### config.mk
export PLATFORM = sky130hd
export DESIGN_NAME = spi_word_receiver
export DESIGN_NICKNAME = d
export VERILOG_FILES = /design/src/rtl/spi_rx_defs.sv /design/src/rtl/bit_synchronizer.sv /design/src/rtl/spi_word_receiver.sv
export SDC_FILE = /design/constraint.sdc
export NUM_CORES = 1
export LEC_CHECK = 0
export ABC_AREA = 1
export CORE_AREA = 8 8 144 146
export DETAILED_ROUTE_END_ITERATION = 16
export DIE_AREA = 0 0 152 154
export GPL_TIMING_DRIVEN = 0
export PLACE_DENSITY = 0.47
export SLEW_MARGIN = 20
export SYNTH_ARGS = -nofsm -noshare
export SYNTH_HDL_FRONTEND = slang
export SYNTH_SLANG_ARGS = --single-unit
### constraint.sdc
create_clock -name clock -period 2.2 [get_ports clock]
set_input_delay 0.33 -clock clock [delete_from_list [all_inputs] [get_ports clock]]
set_output_delay 0.33 -clock clock [all_outputs]
set_load 0.03 [all_outputs]
### src/rtl/spi_rx_defs.sv
// Shared definitions for the SPI word receiver: FSM encodings and default sizing.
package spi_rx_defs;

   localparam logic StIdle  = 1'b0;
   localparam logic StShift = 1'b1;

   localparam int unsigned DefaultWordLength   = 32;
   localparam int unsigned DefaultStrobeCycles = 4;

endpackage

### src/rtl/bit_synchronizer.sv
// Multi-flop synchronizer for one asynchronous input with a selectable reset value.
module bit_synchronizer #(
   parameter int unsigned STAGES      = 2,
   parameter logic        RESET_VALUE = 1'b0
) (
   input  logic clock,
   input  logic reset_n,
   input  logic async_in,
   output logic sync_out
);

   logic [STAGES-1:0] chain_q;

   always_ff @(posedge clock or negedge reset_n) begin
      if (!reset_n) begin
         chain_q <= {STAGES{RESET_VALUE}};
      end else begin
         chain_q <= {chain_q[STAGES-2:0], async_in};
      end
   end

   assign sync_out = chain_q[STAGES-1];

endmodule

### src/rtl/spi_word_receiver.sv
// Mode-0 SPI slave on the system clock: assembles MSB-first words, strobes each
// completed word to the controller and echoes the previous word on MISO.
module spi_word_receiver
   import spi_rx_defs::*;
#(
   parameter int unsigned WORD_LENGTH   = DefaultWordLength,
   parameter int unsigned STROBE_CYCLES = DefaultStrobeCycles,
   parameter int unsigned SYNC_STAGES   = 2
) (
   input  logic                   clock,
   input  logic                   reset_n,
   input  logic                   spi_sck,
   input  logic                   spi_cs_n,
   input  logic                   spi_mosi,
   output logic                   spi_miso,
   output logic [WORD_LENGTH-1:0] spi_data,
   output logic                   spi_data_clock,
   output logic                   frame_error,
   output logic [7:0]             word_count
);

   localparam int unsigned CntW    = $clog2(WORD_LENGTH);
   localparam int unsigned StrobeW = $clog2(STROBE_CYCLES + 1);

   logic sck_s, cs_n_s, mosi_s;
   logic sck_prev_q, cs_n_prev_q;
   logic sck_rise, sck_fall, cs_fall, cs_rise;

   logic                   state_q, state_d;
   logic [CntW-1:0]        bit_cnt_q, bit_cnt_d;
   logic [WORD_LENGTH-1:0] shift_q, shift_d;
   logic [WORD_LENGTH-1:0] data_q, data_d;
   logic [WORD_LENGTH-1:0] miso_q, miso_d;
   logic [7:0]             count_q, count_d;
   logic                   skip_fall_q, skip_fall_d;
   logic                   err_q, err_d;
   logic                   miso_out_q, miso_out_d;
   logic                   word_done, done_q;
   logic [StrobeW-1:0]     strobe_q, strobe_d;

   bit_synchronizer #(.STAGES(SYNC_STAGES), .RESET_VALUE(1'b0)) u_sync_sck (
      .clock    (clock),
      .reset_n  (reset_n),
      .async_in (spi_sck),
      .sync_out (sck_s)
   );

   bit_synchronizer #(.STAGES(SYNC_STAGES), .RESET_VALUE(1'b1)) u_sync_cs_n (
      .clock    (clock),
      .reset_n  (reset_n),
      .async_in (spi_cs_n),
      .sync_out (cs_n_s)
   );

   bit_synchronizer #(.STAGES(SYNC_STAGES), .RESET_VALUE(1'b0)) u_sync_mosi (
      .clock    (clock),
      .reset_n  (reset_n),
      .async_in (spi_mosi),
      .sync_out (mosi_s)
   );

   assign sck_rise = sck_s & ~sck_prev_q;
   assign sck_fall = ~sck_s & sck_prev_q;
   assign cs_fall  = ~cs_n_s & cs_n_prev_q;
   assign cs_rise  = cs_n_s & ~cs_n_prev_q;

   always_comb begin
      state_d     = state_q;
      bit_cnt_d   = bit_cnt_q;
      shift_d     = shift_q;
      data_d      = data_q;
      miso_d      = miso_q;
      count_d     = count_q;
      skip_fall_d = skip_fall_q;
      err_d       = 1'b0;
      word_done   = 1'b0;
      case (state_q)
         StIdle: begin
            if (cs_fall) begin
               state_d     = StShift;
               bit_cnt_d   = '0;
               miso_d      = data_q;
               skip_fall_d = 1'b0;
            end
         end
         StShift: begin
            if (sck_rise) begin
               shift_d = {shift_q[WORD_LENGTH-2:0], mosi_s};
               if (bit_cnt_q == CntW'(WORD_LENGTH - 1)) begin
                  word_done   = 1'b1;
                  data_d      = shift_d;
                  count_d     = count_q + 8'd1;
                  bit_cnt_d   = '0;
                  miso_d      = shift_d;
                  // The host has not sampled the reloaded MSB yet; keep it past this fall.
                  skip_fall_d = 1'b1;
               end else begin
                  bit_cnt_d = bit_cnt_q + CntW'(1);
               end
            end else if (sck_fall) begin
               if (skip_fall_q) begin
                  skip_fall_d = 1'b0;
               end else begin
                  miso_d = {miso_q[WORD_LENGTH-2:0], 1'b0};
               end
            end
            // A word completing in the same cycle leaves bit_cnt_d at zero: clean exit.
            if (cs_rise) begin
               state_d = StIdle;
               err_d   = (bit_cnt_d != '0);
            end
         end
         default: state_d = StIdle;
      endcase
   end

   assign miso_out_d = (state_d == StShift) ? miso_d[WORD_LENGTH-1] : 1'b0;

   always_comb begin
      strobe_d = strobe_q;
      if (done_q) begin
         strobe_d = StrobeW'(STROBE_CYCLES);
      end else if (strobe_q != '0) begin
         strobe_d = strobe_q - StrobeW'(1);
      end
   end

   always_ff @(posedge clock or negedge reset_n) begin
      if (!reset_n) begin
         sck_prev_q  <= 1'b0;
         cs_n_prev_q <= 1'b1;
         state_q     <= StIdle;
         bit_cnt_q   <= '0;
         shift_q     <= '0;
         data_q      <= '0;
         miso_q      <= '0;
         count_q     <= '0;
         skip_fall_q <= 1'b0;
         err_q       <= 1'b0;
         miso_out_q  <= 1'b0;
         done_q      <= 1'b0;
         strobe_q    <= '0;
      end else begin
         sck_prev_q  <= sck_s;
         cs_n_prev_q <= cs_n_s;
         state_q     <= state_d;
         bit_cnt_q   <= bit_cnt_d;
         shift_q     <= shift_d;
         data_q      <= data_d;
         miso_q      <= miso_d;
         count_q     <= count_d;
         skip_fall_q <= skip_fall_d;
         err_q       <= err_d;
         miso_out_q  <= miso_out_d;
         done_q      <= word_done;
         strobe_q    <= strobe_d;
      end
   end

   assign spi_miso       = miso_out_q;
   assign spi_data       = data_q;
   assign spi_data_clock = (strobe_q != '0);
   assign frame_error    = err_q;
   assign word_count     = count_q;

endmodule

Word level (Yosys, flattened, before mapping) --
Index checks and enable logic that the tools add are counted.
Storage, ports and cells: register bits after elaboration 124, input port bits 5, output and inout bits 43, word-level logic and storage cells 68
Operators by class: add/sub/neg operators 3, equal/unequal tests 5, mux-type cells 27, bitwise operators 9, reductions and logical operators 7
Operators by type and width (number):
- $mux 32 | 5
- $pmux 32 s2 | 1
- $mux 5 | 4
- $mux 1 | 12
- $pmux 5 s2 | 1
- $add 8x1->8 const B | 1
- $mux 3 | 2
- $ne 3x3->1 const B | 2
- $reduce_and 3->1 | 2
- $add 5x1->5 const B | 1
- $eq 5x5->1 const B | 1
- $not 1->1 | 5
- $reduce_bool 5->1 | 1
- $and 1x1->1 | 4
- $pmux 1 s2 | 2
- $reduce_and 4->1 | 1
- $ne 3x2->1 const B | 1
- $reduce_bool 3->1 | 1
- $sub 3x1->3 const B | 1
- $ne 2x2->1 const B | 1
- $reduce_and 2->1 | 1
- $reduce_bool 2->1 | 1

Logic depth before layout (Yosys ltp) --
Gate-level depths: netlist (run 1).
depth in word-level cells 7, mapped depth 11, gate-level depth less buffers 11

By module --
A second synthesis (run 1) with hierarchy kept.
Second synthesis, totals: cell total of the unflattened synthesis 662, area, all modules 5477.8 um^2
By module, submodules not included:
- spi_word_receiver | times used 1, cells each 656, area an instance 5325.1 um^2, seq. area each 2954.1 um^2
- bit_synchronizer at u_sync_mosi ... | times used 2, cells each 2, area an instance 50.0 um^2, seq. area each 50.0 um^2
- bit_synchronizer at u_sync_cs_n | times used 1, cells each 2, area an instance 52.6 um^2, seq. area each 52.6 um^2

Least setup slack after synthesis (run 1) --
OpenSTA, ideal clock, no wires.
kind register to register, start point register bit_cnt_q[1], end point register count_q[6] (netlist: word_count[6]), library setup time 0.113 ns, data arrival time 1.501 ns, required time 2.087 ns, setup slack 0.585 ns, stages on the path, launching flop included 11, path buffers 1, clock period less this slack 1.615 ns, path through dfrtp_1 -> ha_1 -> nand2_1 -> nor2_1 -> ha_1 -> nand3_2 -> buf_2 -> nor3_2 -> nand4_1 -> nand2_1 -> inv_1
Between the ends: word-level cells in the longest chain between the ends 2
Ends and longest elaborated chain:
- start, declared | line spi_word_receiver.sv:30 | logic [CntW-1:0] bit_cnt_q, bit_cnt_d;
- start signal, assigned | line spi_word_receiver.sv:147 | bit_cnt_q <= bit_cnt_d;
- $eq 5x5->1 | line spi_word_receiver.sv:89 | if (bit_cnt_q == CntW'(WORD_LENGTH - 1)) begin
- $reduce_and 3->1 (no line)
- end signal, assigned | line spi_word_receiver.sv:151 | count_q <= count_d;
- end, declared | line spi_word_receiver.sv:34 | logic [7:0] count_q, count_d;
Every way passes these cells. A chain may end at the register's enable or synchronous reset.

Worst setup path after layout (run 1) --
start point register bit_cnt_q[1], end point register miso_out_q (netlist: spi_miso)
Between the ends: word-level cells in the longest chain between the ends 5
Ends and longest elaborated chain:
- $eq 5x5->1 | line spi_word_receiver.sv:89
- $mux 32 | line spi_word_receiver.sv:89
- $mux 32 | line spi_word_receiver.sv:87 | if (sck_rise) begin
- $pmux 32 s2 | line spi_word_receiver.sv:77 | case (state_q)
- named net miso_d[31] | line spi_word_receiver.sv:33 | logic [WORD_LENGTH-1:0] miso_q, miso_d;
- $mux 1 | line spi_word_receiver.sv:117 | assign miso_out_d = (state_d == StShift) ? miso_d[WORD_LENGTH-1] : 1'b0;
- named net miso_out_d | line spi_word_receiver.sv:37 | logic miso_out_q, miso_out_d;
- end signal, assigned | line spi_word_receiver.sv:154 | miso_out_q <= miso_out_d;
- end, declared | line spi_word_receiver.sv:37
The timed path passes the listed nets, and every way through them passes these cells. The select of a mux whose other input is x is not followed.

==> summary.md, run 1 <==
| Metric | Value |
|---|---|
| Pin count of the biggest net entering global routing | `83` |
| Post-synth cell types | `31` |
| Internal power | `4090 uW` |
| Max cap viols | `0` |
| Hpwl dp | `9.16 mm` |
| Sequential cell area | `3110 sq um` |
| Top cell by count, worst path | `nor2_1` |
| Worst Path Arrival | `2.31 ns` |
| Clock power share | `47.8%` |
| CTS buffer count | `17` |
| Part of the power in registers | `45.1%` |
| Hold Fails Final Rpt | `0` |
| Synth area leaders | `dfrtp_1, nand2_1, nand3_1` |
| Max Freq | `498 MHz` |
| Port buffer count | `47` |
| Number of DRC markers in iteration 0 | `296` |
| GR Util All Layers | `12.2%` |
| Final hold slack | `0.327 ns` |
| Area of the multi-input gates | `2060 sq um` |
| RSZ-0062 raised after global routing | `no` |
| R2R Setup Slk | `0.19 ns` |
| Yosys top cell by area | `dfrtp_1` |
| Clock transition at path regs | `0.05 ns` |
| DRC Markers | `0` |
| Status | `finished, final reports clean` |
| Avg Inst Size Synth | `8.25 sq um` |
| Worst R2R End | `spi_miso` |
| R2r worst-path depth | `11` |
| Netlist Area Pre-Place | `5460 sq um` |
| Area growth, synth to finish | `24.6%` |
| Clock Skew | `0.00758 ns` |
| Most frequent cells in the layout | `nand2_1, dfrtp_1, clkdlybuf4s50_1, nand3_1, o21ai_0` |
| Mapped Nets | `675` |
| Sw Ratio | `23.2%` |
| Die area | `23400 sq um` |
| Starting Density | `29.6%` |
| Setup tns final | `0 ns` |
| Drt wl/cell | `13.9 microns` |
| Fin crit period | `2.01 ns` |
| Required time of the worst setup path | `2.50 ns` |
| CTS root buf | `clkbuf_16` |
| Via count | `4413` |
| Core Area | `18500 sq um` |
| Total power per unit cell area | `784 nW/um^2` |
| Synth Register Bits | `124` |
| Crit-path max cell delay | `0.41 ns` |
| Maximum vdd drop | `0.000561 V` |
| Clock tree from TritonCTS | `done` |
| Yosys warning count | `0` |
| Die width | `152 microns` |
| Final core occ | `36.9%` |
| Clk_lat worst skew | `0.41 ns` |
| WP buf/inv | `2` |
| Most common cell after layout, fill and taps aside | `nand2_1` |
| Hold_sp | `spi_cs_n` |
| Max Buffers Root-to-Sink | `2` |
| Vias per cell | `4.54` |
| Critical path launch point | `bit_cnt_q[1]` |
| Vias in the first global route | `4500` |
| Reg2reg start | `bit_cnt_q[1]` |
| Setup crit end kind | `flip-flop` |
| Worst-Margin Slew | `0.482 ns` |
| Main flop type after synthesis | `dfrtp_1` |
| Post-route cell area | `6800 sq um` |
| Top-area cell type share of the netlist area | `55.5%` |
| Initial antenna violation count | `0` |
| Hold Crit Class | `in -> reg` |
| Fillers | `1876` |
| Placement Cell Area | `6250 sq um` |
| Final worst path period share | `91.3%` |
| Top delay family on crit path | `simple AND/OR/NAND/NOR gates` |
| H-tree depth | `4` |
| Pre-antenna DRT Iters | `5` |
| I/O Pins | `48` |
| ANT nets after route | `0` |
| Register area share after synthesis | `56.9%` |
| P_leak | `0.00367 uW` |
| Power Total | `5330 uW` |
| Rel. slew slack | `67.9%` |
| Final wirelength | `13.5 mm` |
| Post-CTS setup buffer count | `0` |
| Net Sw Power | `1240 uW` |
| Crit path kind | `reg -> reg` |
| First-pass GRT wire length | `23.0 mm` |
| Crit path cell chain | `ha_1, nand2_1, nor2_1, ha_1, nand3_2, buf_2, nor2_1, nor2_1, nand3_1, nand2_1, inv_1` |
| Slowest library cell on the worst path | `dfrtp_1` |
| Max Slew Vio Count | `0` |
| Die extent in y | `154 microns` |
| Routability Congestion | `0.756` |
| Post-synth ARST share | `100%` |
| Final setup violation count | `0` |
| Hold path endpoint | `u_sync_cs_n.chain_q[0]` |
| Cells on Worst Hold Path | `1` |
| Post-synth EDFFs | `0` |
| Nets | `743` |
| Startpoint Class | `flip-flop` |
| Share of layout cells above drive strength 1 | `8.82%` |
| # diodes | `0` |
| Core Rows | `50` |
| Logic gate share of total power | `7.1%` |
| Crit-path max FO | `10` |
| Clock tree sinks | `124` |
| Post-Syn Instances | `662` |
| Grt ovf | `0` |
routing by layer:
metal,share of wire (%),wire (microns),up-vias,track usage (%)
met5,0,0,-,0
met2,46,6190,88,18.8
li1,-,-,2201,-
met4,0.86,116,0,4.81
met1,48,6490,2114,15.9
met3,5.4,727,10,3.53
worst max path at each step:
stage / to / slack (ns) / depth (start not counted)
6_report: spi_miso / 0.19 / 11
5_1_grt: spi_miso / 0.04 / 11
4_1_cts: spi_data_clock / 0.03 / 4
3_5_place_dp: miso_q[5] / 0.14 / 11
3_3_place_gp: spi_data[9] / -4.32 / 1
2_1_floorplan: word_count[6] / 0.59 / 10
sequential cells by signal (all words and copies together), names as in the netlist, 2 cells and up:
name	count
miso_q	32
spi_data	32
shift_q	31
word_count	8
bit_cnt_q	5
strobe_q	3
u_sync_cs_n.chain_q	2
u_sync_mosi.chain_q	2
u_sync_sck.chain_q	2
metrics by stage:
stage               cells  setup WS [ns]
global placement      943          -4.32
detailed placement    944          0.137
floorplan             662          0.585
CTS                   971         0.0292
global route          971         0.0369
finish                971          0.192
synthesized netlist by cell type (all sizes together), types with 3 or more instances:
master	instances
ha	8
dfrtp	121
inv	34
xor2	3
nand2	351
o21ai	41
nand3	39
dfstp	3
buf	21
nand4	3
nor2	16
clkbuf	9
o22ai	3
what timing repair did:
| action | 4_1_cts | 5_1_grt |
|---|---|---|
| gates resized for setup | 0 | 4 |
| hold buffers | 1 | 0 |
| endpoints found under the setup margin | 0 | 14 |
| endpoints found under the hold margin | 42 | 0 |
cells by family (layout without fill, tap and decap cells):
kind of cell               count (synthesis)  after routing  synth area share, %
AOI/OAI and AO/OA                         49             49                 4.86
xor gates and xnor gates                   5              5                0.802
adders and majority gates                  8              8                 1.83
buffers and inverters                     64            139                 5.29
DFF                                      124            124                 56.9
and+or+nand+nor                          412            412                 30.3
power groups by stage:
stage,Clock (uW),Combinational [uW],Sequential (uW)
global route,2740,426,2420
floorplan,0,218,2440
CTS,2630,386,2410
global placement,0,368,2440
detailed placement,0,383,2440
finish,2550,376,2410
final cells by class:
class	instances	area share (%)
tap	234	4.30
multi-input combinational	474	30.3
sequential	124	45.7
inverter	34	1.91
clock buffer	23	7.17
timing repair buffer	49	7.58
clock inverter	3	0.589
buffer	30	2.45
No activity file was read; power rests on OpenSTA's default activity.
==> run 2, diff against run 1 <==
--- a/config.mk
+++ b/config.mk
@@ -9,8 +9,8 @@
 export CORE_AREA = 8 8 144 146
 export DETAILED_ROUTE_END_ITERATION = 16
 export DIE_AREA = 0 0 152 154
-export GPL_TIMING_DRIVEN = 0
-export PLACE_DENSITY = 0.47
+export DONT_BUFFER_PORTS = 1
+export PLACE_DENSITY = 0.43
 export SLEW_MARGIN = 20
 export SYNTH_ARGS = -nofsm -noshare
 export SYNTH_HDL_FRONTEND = slang
==> run 2 against run 1 <==
  * The run now ends with hold timing left
  * Largest cell class unchanged
  * Via count is 4.1% lower
  * Combinational power is 20% lower
  * Largest power group unchanged
  * Clock-buffer cell count shrank 5
  * Critical endpoint is now word_count[5]
==> summary.md, run 2 (synthesis results as in run 1) <==
| Metric | Value |
|---|---|
| Status | `finished, violations left` |
| Failing checks | `hold timing` |
| Vias per cell | `4.62 (+1.7%)` |
| Area of the multi-input gates | `2070 sq um (+0.12%)` |
| Final hold slack | `-0.391 ns (-0.717 ns)` |
| Crit path kind | `reg -> reg` |
| Max Freq | `508 MHz (+2.1%)` |
| Die width | `152 microns (unchanged)` |
| Nets | `682 (-8.2%)` |
| Die extent in y | `154 microns (unchanged)` |
| Routability Congestion | `0.740 (-2.2%)` |
| Startpoint Class | `flip-flop` |
| CTS root buf | `clkbuf_16` |
| Clock tree sinks | `124 (unchanged)` |
| H-tree depth | `4 (unchanged)` |
| Pin count of the biggest net entering global routing | `125 (+51%)` |
| Final wirelength | `13.5 mm (about the same)` |
| Port buffer count | `0 (-100%)` |
| Number of DRC markers in iteration 0 | `249 (-16%)` |
| Final worst path period share | `89.4% (-1.9 points)` |
| Setup tns final | `0 ns (unchanged)` |
| Grt ovf | `0 (unchanged)` |
| Post-CTS setup buffer count | `0 (unchanged)` |
| First-pass GRT wire length | `22.6 mm (-1.5%)` |
| Clock tree from TritonCTS | `done` |
| DRC Markers | `0 (unchanged)` |
| Clock transition at path regs | `0.05 ns (about the same)` |
| Hold Fails Final Rpt | `124 (+124)` |
| Clk_lat worst skew | `0.42 ns (about the same)` |
| Area growth, synth to finish | `15.8%` |
| Clock Skew | `0.0125 ns (+0.00492 ns)` |
| Starting Density | `29.6% (unchanged)` |
| Worst Path Arrival | `2.25 ns (-0.06 ns)` |
| Most frequent cells in the layout | `nand2_1, dfrtp_1, nand3_1, o21ai_0, inv_1` |
| Post-placement cell count | `881 (-6.7%)` |
| # hold bufs at CTS | `3 (+2)` |
| Fin crit period | `1.97 ns (-0.0417 ns)` |
| ANT nets after route | `0 (unchanged)` |
| CTS buffer count | `17 (unchanged)` |
| Initial antenna violation count | `0 (unchanged)` |
| R2R Setup Slk | `0.23 ns (+0.04 ns)` |
| Core Rows | `50 (unchanged)` |
| Setup ws final | `0.233 ns (+0.0417 ns)` |
| GR Util All Layers | `12.1% (-0.093 points)` |
| Required time of the worst setup path | `2.48 ns (-0.02 ns)` |
| Total power per unit cell area | `853 nW/um^2 (+8.8%)` |
| Sequential cell area | `3110 sq um (unchanged)` |
| RSZ-0062 raised after global routing | `no` |
| Max cap viols | `0 (unchanged)` |
| Setup crit end kind | `flip-flop` |
| P_leak | `0.00348 uW (-5.3%)` |
| Rel. slew slack | `64.7% (-3.2 points)` |
| Fillers | `1930 (+2.9%)` |
| Non-filler cells, final | `916 (-5.7%)` |
| Drt wl/cell | `14.8 microns (+6.1%)` |
| Share of layout cells above drive strength 1 | `9.53% (+0.71 points)` |
| Crit-path max FO | `4 (-6)` |
| Worst-Margin Slew | `0.526 ns (+0.0440 ns)` |
| Pre-antenna DRT Iters | `4 (-1)` |
| I/O Pins | `48 (unchanged)` |
| Final setup violation count | `0 (unchanged)` |
| Via count | `4232 (-4.1%)` |
| Dpl ws | `0.211 ns (+0.0736 ns)` |
| # diodes | `0 (unchanged)` |
| Vias in the first global route | `4118 (-8.5%)` |
| Die area | `23400 sq um (unchanged)` |
| Maximum vdd drop | `0.000603 V (+7.4%)` |
| Most common cell after layout, fill and taps aside | `nand2_1` |
| Hold Crit Class | `in -> async` |
| Max Buffers Root-to-Sink | `2 (unchanged)` |
| Max Slew Vio Count | `0 (unchanged)` |
| Hpwl dp | `8.50 mm (-7.2%)` |
| Core Area | `18500 sq um (unchanged)` |
## run 2: cell count changes in the layout (fill, tap and decap cells not counted), moves of 2 or more
cell	delta
dlygate4sd3_1	+2
buf_6	-2
clkinv_4	+2
buf_12	+2
clkbuf_8	-4
buf_4	+9
clkbuf_4	-2
clkbuf_1	-10
clkinv_2	+7
clkdlybuf4s50_1	-45
buf_2	-13
## run 2: final timing paths
kind	end	depth (start not counted)	start
worst max-delay path	word_count[5]	8	bit_cnt_q[1]
worst min-delay path	spi_data[26]	0	reset_n
worst max register to register	word_count[5]	8	bit_cnt_q[1]
worst min register to register	u_sync_mosi.chain_q[1]	0	u_sync_mosi.chain_q[0]
max in group asynchronous	cs_n_prev_q	0	reset_n
min in group clock	u_sync_mosi.chain_q[1]	0	u_sync_mosi.chain_q[0]
## run 2: layout make-up
cell class	count	share of cell area (%)
repair buffers	18	2.65
well taps	234	4.63
clock buffers	18	6.79
flip-flops and latches	124	49.2
inverters	34	2.02
multi-input cells	474	32.7
clock inverters	14	2.06
## run 2: what timing repair did
action | CTS | global route
endpoints found under the setup margin | 0 | 0
gates resized for setup | 0 | 0
hold endpoints to repair | 127 | 124
## run 2: per-layer routing
layer	wire length [microns]	track usage [%]	up-vias
met4	190	4.57	0
met2	5970	17.9	85
met5	0	0	-
li1	-	-	2077
met1	6390	15.6	2054
met3	981	4.85	16
## run 2: power breakdown
part	internal (uW)	switching (uW)
Combinational	95.7	204
Sequential	2360	66.8
Clock	1650	1020
Total	4100	1290
## run 2: worst max-delay path, stage by stage, from the launching register on
cell	delay [ns]
dfrtp_1	0.39
ha_1	0.19
nand2_1	0.07
nor2_1	0.14
ha_1	0.21
nand3_2	0.12
nor3_1	0.45
nand2_1	0.13
xnor2_1	0.15
## run 2: per-stage QoR
stage | cell area [sq um] | utilization, % | total power, uW
final | 6320 | 34.2 | 5390
after floorplan | 5460 | - | 2660
after detailed placement | 5730 | 31.1 | 2760
after global placement | 5730 | 31.1 | 2760
after CTS | 6320 | 34.2 | 5490
after global routing | 6320 | 34.2 | 5630
==> run 3, diff against run 2 <==
--- a/config.mk
+++ b/config.mk
@@ -5,12 +5,12 @@
 export SDC_FILE = /design/constraint.sdc
 export NUM_CORES = 1
 export LEC_CHECK = 0
-export ABC_AREA = 1
-export CORE_AREA = 8 8 144 146
+export ABC_AREA = 0
+export CORE_AREA = 8 8 154 156
 export DETAILED_ROUTE_END_ITERATION = 16
-export DIE_AREA = 0 0 152 154
+export DIE_AREA = 0 0 162 164
 export DONT_BUFFER_PORTS = 1
-export PLACE_DENSITY = 0.43
+export PLACE_DENSITY = 0.38
 export SLEW_MARGIN = 20
 export SYNTH_ARGS = -nofsm -noshare
 export SYNTH_HDL_FRONTEND = slang
==> run 3 against run 2 <==
  * The flow still finishes with violations (hold timing)
  * Die area grew 13%
  * First-iteration DRC count shrank 30%
  * Worst setup slack lost 0.11 ns
  * Fmax shrank 5.2%
  * Synthesized cell count shrank 40%
  * Sequential share of layout area shrank 0.83 points
  * Critical path depth grew 1
  * Final cell count shrank 23%
==> summary.md, run 3 <==
| Metric | Value |
|---|---|
| Sequential cell area | `3110 sq um (unchanged)` |
| Final core occ | `30.1% (-4.1 points)` |
| R2R Setup Slk | `0.13 ns (-0.11 ns)` |
| Drt wl/cell | `17.9 microns (+21%)` |
| Max Slew Vio Count | `0 (unchanged)` |
| GR Util All Layers | `9.82% (-2.3 points)` |
| Crit-path max FO | `15 (+11)` |
| R2r worst-path depth | `9 (+1)` |
| Area growth, synth to finish | `22.8%` |
| I/O Pins | `48 (unchanged)` |
| Pin count of the biggest net entering global routing | `125 (unchanged)` |
| Rel. slew slack | `63.9% (-0.72 points)` |
| Total power per unit cell area | `1030 nW/um^2 (+20%)` |
| Most common cell after layout, fill and taps aside | `dfrtp_1` |
| Slowest library cell on the worst path | `dfrtp_1` |
| Power Total | `6600 uW (+22%)` |
| Final wirelength | `12.6 mm (-6.8%)` |
| Crit path cell chain | `ha_1, and3_1, ha_2, and2_2, o211ai_4, buf_4, clkbuf_16, o21ai_0, a2bb2oi_1` |
| # diodes | `0 (unchanged)` |
| Via count | `3291 (-22%)` |
| Worst-Margin Slew | `0.541 ns (+0.0149 ns)` |
| CTS root buf | `clkbuf_16` |
| Max cap viols | `0 (unchanged)` |
| Post-placement cell count | `667 (-24%)` |
| P_leak | `0.00295 uW (-15%)` |
| Max Buffers Root-to-Sink | `2 (unchanged)` |
| Synth Register Bits | `124 (unchanged)` |
| WP buf/inv | `2 (+2)` |
| Die area | `26600 sq um (+13%)` |
| Core Rows | `54 (+8.0%)` |
| Top delay family on crit path | `simple AND/OR/NAND/NOR gates` |
| Yosys top cell by area | `dfrtp_1` |
| Post-Syn Instances | `394 (-40%)` |
| Port buffer count | `0 (unchanged)` |
| CTS buffer count | `17 (unchanged)` |
| Status | `finished, violations left` |
| Fillers | `2194 (+14%)` |
| Yosys warning count | `0 (unchanged)` |
| Required time of the worst setup path | `2.53 ns (+0.05 ns)` |
| # hold bufs at CTS | `3 (unchanged)` |
| Synth cell count leaders | `dfrtp_1, mux2_2, a2bb2oi_1, o21ai_0, a22oi_1` |
| H-tree depth | `4 (unchanged)` |
| Clock tree from TritonCTS | `done` |
| Area of the multi-input gates | `1960 sq um (-4.9%)` |
| Clk_lat worst skew | `0.41 ns (about the same)` |
| Die width | `162 microns (+6.6%)` |
| Max Freq | `482 MHz (-5.2%)` |
| Setup crit end kind | `flip-flop` |
| Clock transition at path regs | `0.06 ns (about the same)` |
| Final setup violation count | `0 (unchanged)` |
| Top-area cell type share of the netlist area | `57.8% (+2.4 points)` |
| Post-synth EDFFs | `0 (unchanged)` |
| Post-route cell area | `6430 sq um (+1.7%)` |
| Share of layout cells above drive strength 1 | `29.6% (+20 points)` |
| Non-filler cells, final | `705 (-23%)` |
| Routability Congestion | `0.692 (-6.5%)` |
| First-pass GRT wire length | `20.2 mm (-11%)` |
| Nets | `425 (-38%)` |
| Crit path kind | `reg -> reg` |
| Fin crit period | `2.07 ns (+0.108 ns)` |
| Post-synth cell types | `39 (+26%)` |
| Post-synth ARST share | `100% (unchanged)` |
| Main flop type after synthesis | `dfrtp_1` |
| Placement Cell Area | `5630 sq um (-1.8%)` |
| Worst R2R End | `miso_q[10]` |
| DRC Markers | `0 (unchanged)` |
| Avg Inst Size Synth | `13.3 sq um (+61%)` |
| Reg2reg start | `bit_cnt_q[0]` |
| Clock tree sinks | `124 (unchanged)` |
| Worst Path Arrival | `2.40 ns (+0.15 ns)` |
| Number of DRC markers in iteration 0 | `175 (-30%)` |
| Clock Skew | `0.00707 ns (-0.00543 ns)` |
| ANT nets after route | `0 (unchanged)` |
| Mapped Nets | `407 (-40%)` |
| Final hold slack | `-0.384 ns (+0.00684 ns)` |
| Starting Density | `24.5% (-5.1 points)` |
| Vias per cell | `4.67 (+1.0%)` |
| Pre-antenna DRT Iters | `4 (unchanged)` |
| Hold Crit Class | `in -> async` |
| Initial antenna violation count | `0 (unchanged)` |
| Startpoint Class | `flip-flop` |
| Crit-path max cell delay | `0.38 ns (-0.07 ns)` |
| Grt ovf | `0 (unchanged)` |
| Failing checks | `hold timing` |
| Die extent in y | `164 microns (+6.5%)` |
| Maximum vdd drop | `0.000539 V (-11%)` |
| Synth area leaders | `dfrtp_1, mux2_2, a2bb2oi_1` |
| Vias in the first global route | `3557 (-14%)` |
| Hpwl dp | `7.54 mm (-11%)` |
| Hold Fails Final Rpt | `124 (unchanged)` |
| Core Area | `21400 sq um (+16%)` |
| Count leader, synth | `dfrtp_1` |
| Netlist Area Pre-Place | `5240 sq um (-4.1%)` |
| Final worst path period share | `94.3% (+4.9 points)` |
| Register area share after synthesis | `59.3% (+2.4 points)` |
| Most frequent cells in the layout | `dfrtp_1, mux2_2, o21ai_0, a22oi_1, a2bb2oi_1` |
[run 3: cell types whose count changed after synthesis, moves of 5 or more]
cell       before  now
nand3_1        38    3
inv_1          30   10
nor2_1         13    8
mux2_2          0   65
a22oi_1         0   30
a2bb2oi_1       0   31
o21ai_0        36   31
nand2_1       346    7
[run 3: where the power goes]
group	switching (uW)	internal (uW)	total (uW)	leakage, uW
clock	1030	2330	3360	0.000343
combinational	228	319	547	0.000969
sequential	173	2520	2690	0.00164
[run 3: worst max path at each step]
stage / startpoint / end / cells after the start
6_report: bit_cnt_q[0] / miso_q[10] / 9
5_1_grt: bit_cnt_q[0] / miso_q[14] / 9
4_1_cts: bit_cnt_q[0] / miso_q[14] / 8
3_3_place_gp: bit_cnt_q[0] / miso_q[17] / 8
2_1_floorplan: bit_cnt_q[0] / spi_miso / 8
3_5_place_dp: bit_cnt_q[0] / miso_q[14] / 8
[run 3: area by class of cell]
type	count	share of cell area (%)
flip-flops and latches	124	48.3
well taps	280	5.45
inverters	10	0.584
multi-input cells	234	30.6
clock buffers	21	7.32
clock inverters	11	3.68
repair buffers	25	4.09
[run 3: logic make-up (layout without fill, tap and decap cells)]
group           Yosys count  in the layout  synth area share, %
compound gates          114            114                 15.5
simple gates             37             37                 3.92
mux                      67             67                 14.4
flops                   124            124                 59.3
xor+xnor                  8              8                 1.34
fa+ha+maj                 8              8                 1.91
buf+inv                  36             67                 3.59
[run 3: routing by layer]
metal	share of wire, %	global-route usage (%)	vias to the layer above
li1	-	-	1513
met1	45	11.5	1716
met2	48	16.0	52
met3	5.6	3.51	10
met4	1.7	4.42	0
met5	0	0	-
[run 3: worst register-to-register path, cell delays in order, from the launching register on]
cell and delay, ns:
dfrtp_1 0.38, ha_1 0.21, and3_1 0.21, ha_2 0.21, and2_2 0.23, o211ai_4 0.18, buf_4 0.17, clkbuf_16 0.17
o21ai_0 0.09, a2bb2oi_1 0.15
[run 3: metrics by stage]
| stage | setup TNS [ns] | setup WS [ns] | hold WS (ns) |
|---|---|---|---|
| 3_3_place_gp | 0 | 0.118 | 0.0420 |
| 2_1_floorplan | 0 | 0.146 | 0.0344 |
| 5_1_grt | -0.000159 | -0.000159 | -0.407 |
| 6_report | 0 | 0.125 | -0.384 |
| 3_5_place_dp | 0 | 0.0884 | 0.0422 |
| 4_1_cts | 0 | 0.0723 | -0.408 |
[run 3: repair_timing]
action / CTS / global route
endpoints found under the setup margin: 0 / 46
setup buffers: 0 / 2
hold endpoints to repair: 127 / 124
gates resized for setup: 0 / 5
